File: config.mk
export PLATFORM = sky130hd
export DESIGN_NAME = fp8_dot_acc
export DESIGN_NICKNAME = d
export VERILOG_FILES = /design/src/rtl/fp8_dot_acc.sv
export SDC_FILE = /design/constraint.sdc
export NUM_CORES = 1
export LEC_CHECK = 0
export BUFFER_PORTS_ARGS = -buffer_cell sky130_fd_sc_hd__buf_2
export CAP_MARGIN = 10
export CORE_MARGIN = 1
export CORE_UTILIZATION = 38
export CTS_CLUSTER_SIZE = 16
export DETAILED_ROUTE_END_ITERATION = 8
export PLACE_DENSITY = 0.52
export SYNTH_ARGS = -nofsm -noshare
export SYNTH_HDL_FRONTEND = slang
export SYNTH_SLANG_ARGS = --single-unit
File: constraint.sdc
create_clock -name clk -period 8.3 [get_ports clk]
set_clock_uncertainty 0.1 [all_clocks]
set_input_delay 1.245 -clock clk [delete_from_list [all_inputs] [get_ports clk]]
set_output_delay 1.245 -clock clk [all_outputs]
set_load 0.01 [all_outputs]
File: src/rtl/fp8_dot_acc.sv
// FP8 dot-product engine: streams LEN operand pairs, accumulates products exactly in a
// Kulisch accumulator and rounds once to FP8. Define FP8_DOT_SUBNORM_EN for subnormal support.
module fp8_dot_acc #(
  parameter int unsigned EXP_W = 4,
  parameter int unsigned MAN_W = 3,
  parameter int unsigned LEN_W = 8
) (
  input  logic                       clk,
  input  logic                       rst_n,
  input  logic                       start,
  input  logic                       acc_keep,
  input  logic [LEN_W-1:0]           len,
  input  logic                       in_valid,
  output logic                       in_ready,
  input  logic [EXP_W+MAN_W:0]       a,
  input  logic [EXP_W+MAN_W:0]       b,
  output logic                       out_valid,
  input  logic                       out_ready,
  output logic [EXP_W+MAN_W:0]       acc_out,
  output logic                       sat,
  output logic                       busy
);

  localparam int W    = 1 + EXP_W + MAN_W;
  localparam int BIAS = (1 << (EXP_W - 1)) - 1;
  localparam int EMAX = (1 << EXP_W) - 1;
`ifdef FP8_DOT_SUBNORM_EN
  localparam int SUB_SH = 2 * MAN_W;
  // Bit of |acc| weighing one subnormal ULP, 2^(1-BIAS-MAN_W)
  localparam int SQ = 2 * (BIAS - 1) + 4 * MAN_W + 1 - BIAS - MAN_W;
`else
  localparam int SUB_SH = 0;
`endif
  localparam int FRAC  = 2 * (BIAS - 1) + 2 * MAN_W + SUB_SH;
  localparam int INT_W = 2 * (EMAX - BIAS) + 2;
  localparam int ACC_W = 1 + LEN_W + INT_W + FRAC;
  localparam int MP_W  = 2 * (MAN_W + 1);

  typedef enum logic [2:0] {StIdle, StAccum, StDrain, StNorm, StDone} state_e;

  state_e            state_q, state_d;
  logic [LEN_W-1:0]  cnt_q, cnt_d;
  logic [ACC_W-1:0]  acc_q, acc_d;
  logic [ACC_W-1:0]  prod_q, prod_d;
  logic [W-1:0]      out_q, out_d;
  logic              sat_q, sat_d;

  // Exact signed product of the current operand pair
  logic [EXP_W-1:0]  ea, eb, ea_eff, eb_eff;
  logic [MAN_W:0]    siga, sigb;
  logic [MP_W-1:0]   mp;
  logic [ACC_W-1:0]  pmag, pval;
  int                sh;

  always_comb begin
    ea     = a[W-2 -: EXP_W];
    eb     = b[W-2 -: EXP_W];
    ea_eff = (ea == '0) ? EXP_W'(1) : ea;
    eb_eff = (eb == '0) ? EXP_W'(1) : eb;
`ifdef FP8_DOT_SUBNORM_EN
    siga   = {|ea, a[MAN_W-1:0]};
    sigb   = {|eb, b[MAN_W-1:0]};
`else
    siga   = (ea == '0) ? '0 : {1'b1, a[MAN_W-1:0]};
    sigb   = (eb == '0) ? '0 : {1'b1, b[MAN_W-1:0]};
`endif
    mp     = MP_W'(siga) * MP_W'(sigb);
    sh     = int'(ea_eff) + int'(eb_eff) - 2 + SUB_SH;
    pmag   = ACC_W'(mp) << sh;
    pval   = (a[W-1] ^ b[W-1]) ? (~pmag + ACC_W'(1)) : pmag;
  end

  // Saturating accumulate
  logic [ACC_W:0]   sum;
  logic [ACC_W-1:0] acc_sum;

  always_comb begin
    sum = {acc_q[ACC_W-1], acc_q} + {prod_q[ACC_W-1], prod_q};
    if (sum[ACC_W] != sum[ACC_W-1]) begin
      acc_sum = sum[ACC_W] ? {1'b1, {(ACC_W-1){1'b0}}} : {1'b0, {(ACC_W-1){1'b1}}};
    end else begin
      acc_sum = sum[ACC_W-1:0];
    end
  end

  // Normalise |acc| and round to nearest even
  logic [ACC_W-1:0] mag;
  logic [ACC_W-2:0] nrm;
  logic [MAN_W:0]   rnd;
  logic             guard, sticky, rup, res_sign, res_sat;
  logic [W-1:0]     res;
  int               lzp, e_pre, e_b;
`ifdef FP8_DOT_SUBNORM_EN
  logic [MAN_W:0]   sub_r;
`endif

  always_comb begin
    res_sign = acc_q[ACC_W-1];
    mag      = res_sign ? (~acc_q + ACC_W'(1)) : acc_q;
    lzp      = 0;
    for (int i = 0; i < ACC_W; i++) begin
      if (mag[i]) lzp = i;
    end
    nrm    = (ACC_W-1)'(mag << (ACC_W - 1 - lzp));
    guard  = nrm[ACC_W-2-MAN_W];
    sticky = |nrm[ACC_W-3-MAN_W:0];
    rup    = guard & (sticky | nrm[ACC_W-1-MAN_W]);
    rnd    = {1'b0, nrm[ACC_W-2 -: MAN_W]} + (MAN_W+1)'(rup);
    e_pre  = lzp - FRAC + BIAS;
    e_b    = e_pre + int'(rnd[MAN_W]);
`ifdef FP8_DOT_SUBNORM_EN
    sub_r  = {1'b0, mag[SQ+MAN_W-1:SQ]}
           + (MAN_W+1)'(mag[SQ-1] & ((|mag[SQ-2:0]) | mag[SQ]));
`endif
    res     = '0;
    res_sat = 1'b0;
    if (mag == '0) begin
      res = '0;
    end else if (e_b > EMAX) begin
      res     = {res_sign, {(W-1){1'b1}}};
      res_sat = 1'b1;
`ifdef FP8_DOT_SUBNORM_EN
    end else if (e_pre < 1) begin
      // A carry out of the subnormal mantissa lands in the exponent LSB
      res = (sub_r == '0) ? '0 : {res_sign, (EXP_W+MAN_W)'(sub_r)};
`endif
    end else if (e_b >= 1) begin
      res = {res_sign, EXP_W'(e_b), rnd[MAN_W-1:0]};
    end
  end

  always_comb begin
    state_d = state_q;
    cnt_d   = cnt_q;
    acc_d   = acc_q;
    prod_d  = prod_q;
    out_d   = out_q;
    sat_d   = sat_q;
    unique case (state_q)
      StIdle: begin
        if (start) begin
          cnt_d = len;
          if (!acc_keep) acc_d = '0;
          state_d = (len == '0) ? StNorm : StAccum;
        end
      end
      StAccum: begin
        acc_d  = acc_sum;
        prod_d = '0;
        if (in_valid) begin
          prod_d = pval;
          cnt_d  = cnt_q - LEN_W'(1);
          if (cnt_q == LEN_W'(1)) state_d = StDrain;
        end
      end
      StDrain: begin
        acc_d   = acc_sum;
        prod_d  = '0;
        state_d = StNorm;
      end
      StNorm: begin
        out_d   = res;
        sat_d   = res_sat;
        state_d = StDone;
      end
      StDone: begin
        if (out_ready) state_d = StIdle;
      end
      default: state_d = StIdle;
    endcase
  end

  always_ff @(posedge clk or negedge rst_n) begin
    if (!rst_n) begin
      state_q <= StIdle;
      cnt_q   <= '0;
      acc_q   <= '0;
      prod_q  <= '0;
      out_q   <= '0;
      sat_q   <= 1'b0;
    end else begin
      state_q <= state_d;
      cnt_q   <= cnt_d;
      acc_q   <= acc_d;
      prod_q  <= prod_d;
      out_q   <= out_d;
      sat_q   <= sat_d;
    end
  end

  assign in_ready  = (state_q == StAccum);
  assign out_valid = (state_q == StDone);
  assign busy      = (state_q != StIdle);
  assign acc_out   = out_q;
  assign sat       = sat_q;

endmodule

==> results.sh <==
export IMPL_ant_nets=0
export IMPL_wire_per_inst_um=19.6
export IMPL_setup_slack_ns=0.369
export IMPL_core_area_um2=36600
export IMPL_netlist_top_cells_count="nand2_1 (180), nor2_1 (156), o21ai_0 (135), a21oi_1 (113), dfrtp_1 (110)"
export IMPL_numPortBuffers=41
export IMPL_utilization_pct=44.6
export IMPL_dp_slack_ns=-0.361
export IMPL_cts_buffers=9
export IMPL_hold_viol=0
export IMPL_syn_area_um2=14200
export IMPL_die_area_um2=38100
export IMPL_max_freq_ghz=0.126
export IMPL_worstMarginPinSlew_ns=1.15
export IMPL_synth_edf_count=0
export IMPL_diodes=0
export IMPL_yosysMostFrequentCell="nand2_1"
export IMPL_place_gp_congestion=0.945
export IMPL_top_usage_layer="met2"
export IMPL_start_util_pct=38.7
export IMPL_fillers=3769
export IMPL_cts_sinks=110
export IMPL_grt_pass1_vias=14100
export IMPL_status="finished clean"
export IMPL_reg2reg_depth=31
export IMPL_cp_end_kind="register"
export IMPL_use_met1_pct=32.4
export IMPL_root_buffer="clkbuf_16"
export IMPL_met3_usage_pct=2.61
export IMPL_regToRegStartpoint="acc_q[11]$_DFFE_PN0P_"
export IMPL_grtUsageTotal_pct=25.0
export IMPL_hp_start="prod_q[28]$_DFFE_PN0N_"
export IMPL_routed_wl_mm=47.5
export IMPL_dr_first_iter_drc_count=1079
export IMPL_synthFlopType="dfrtp_1"
export IMPL_drive_gt1_share_pct=18.1
export IMPL_hold_depth=2
export IMPL_period_share_pct=95.6
export IMPL_netlist_top_cells_area="dfrtp_1 (19%), ha_1 (6.5%), nand2_1 (4.8%)"
export IMPL_tns_ns=0
export IMPL_whs_ns=0.385
export IMPL_maxCapViolCount=0
export IMPL_synth_top_cell_by_area="dfrtp_1"
export IMPL_async_flop_share_pct=100
export IMPL_crit_slowest_cell="or4_4"
export IMPL_slew_viol_final=0
export IMPL_synth_cell_type_count=108
export IMPL_route_detailed_drc=0
export IMPL_die_x_um=195
export IMPL_io_pins=42
export IMPL_gr_usage_met2_pct=42.5
export IMPL_slowest_delay_ns=0.59
export IMPL_num_rows=70
export IMPL_syn_num_nets=1951
export IMPL_grt_ovfl_total=0
export IMPL_ys_seq_area_share_pct=19.4
export IMPL_ys_warn_count=0
export IMPL_clk_latency_ns=0.39
export IMPL_netlist_instances=1841
export IMPL_setup_viol=0
export IMPL_grt_start_max_net_pins=74
export IMPL_area_delta_synth_final_pct=15.3
export IMPL_start_kind="register"
export IMPL_synth_top_area_share_pct=19.4
export IMPL_vias=14700
export IMPL_ys_seq_elements=110
export IMPL_nNetsFinal=2054
export IMPL_detail_route_vias_per_cell=6.06
export IMPL_min_period_ns=7.93
export IMPL_clk_pin_slew_ns=0.08
export IMPL_critPathKind="register to register"
export IMPL_grt_pass1_wl_mm=76.8
export IMPL_tritoncts="built"
export IMPL_hpwl_mm=37.7
export IMPL_postSynthAreaPerCell_um2=7.70
export IMPL_crit_arrival_ns=8.13
export IMPL_die_h_um=195
export IMPL_crit_path_max_fanout=6
export IMPL_cp_required_ns=8.50
export IMPL_grt_antenna_before_repair=0
export IMPL_startpoint="acc_q[11]$_DFFE_PN0P_"
export IMPL_ctsHtreeMaxLevel=3
export IMPL_drt_first_pass_iters=5
export IMPL_clockBufferDepth=2
export IMPL_relSlewSlack_pct=22.9
export IMPL_min_path_type="register to register"
## metrics by stage
| step | instance area (um2) | std cells |
|---|---|---|
| finish | 16300 | 2417 |
| global route | 16300 | 2417 |
| CTS | 16000 | 2400 |
| detailed placement | 15600 | 2382 |
| global placement | 15600 | 2382 |
| floorplan | 14200 | 1841 |
## flip-flops by register name, summed over array words and instances (netlist names)
name	flops
cnt_q	8
sat	1
state_q	3
acc_out	8
acc_q	45
prod_q	45
## logic make-up after synthesis
logic type	share of synthesized area [%]
and+or+nand+nor	24.2
AOI/OAI and AO/OA	31.5
buffers and inverters	5.35
xor gates and xnor gates	8.69
DFF	19.4
adders and majority gates	7.38
muxes	3.39
## path summary, 6_finish.rpt
kind | end | slack, ns
max in group asynchronous | acc_q[12]$_DFFE_PN0P_ | 5.99
hold / removal | prod_q[28]$_DFFE_PN0N_ | 0.38
setup reg to reg | acc_out[4]$_DFFE_PN0P_ | 0.37
min in group asynchronous | acc_out[0]$_DFFE_PN0P_ | 0.75
setup / recovery | acc_out[4]$_DFFE_PN0P_ | 0.37
hold reg to reg | prod_q[28]$_DFFE_PN0N_ | 0.38
## metal layers
layer	routed length [um]	vias up
met2	22700	432
met5	0	-
met3	1890	85
li1	-	7197
met4	1620	0
met1	21300	6945
## critical path: cells and delay by family, from the launching register on
kind,cells,cell delay (ns)
AO/OA/AOI/OAI,11,2.12
buffers and inverters,2,0.33
XOR/XNOR,1,0.23
flip-flops,1,0.43
adder cells (fa/ha/maj),3,0.68
AND/OR/NAND/NOR,13,3.42
multiplexers,1,0.52
## cell type report
class / instances / area (um2) / area share (%)
Multi-Input combinational cell: 1554 / 10900 / 66.9
Clock buffer: 10 / 239 / 1.46
Inverter: 54 / 206 / 1.26
Clock inverter: 6 / 77.6 / 0.475
Timing Repair Buffer: 215 / 1540 / 9.44
Sequential cell: 110 / 2760 / 16.9
Tap cell: 468 / 586 / 3.58
## layout by cell type (no fill, tap or decap), types with 24 or more instances in the layout
cell / count
a211oi_1: 24
a21o_1: 46
a21oi_1: 111
a221o_1: 40
buf_2: 40
buf_4: 172
dfrtp_1: 107
ha_1: 72
inv_1: 47
nand2_1: 180
nand3_1: 52
nor2_1: 153
nor3_1: 64
o21ai_0: 133
xnor2_1: 70
xor2_1: 61
## what timing repair did
item	4_1_cts	5_1_grt
setup endpoints to repair	9	9
hold endpoints to repair	0	0
setup buffers	2	17
resized for setup	8	46
pin swaps	3	19
hold buffers	0	0
Power is left out: the tool's default activity adds up to more than one toggle a clock period on the data nets, which glitch-free logic cannot reach.
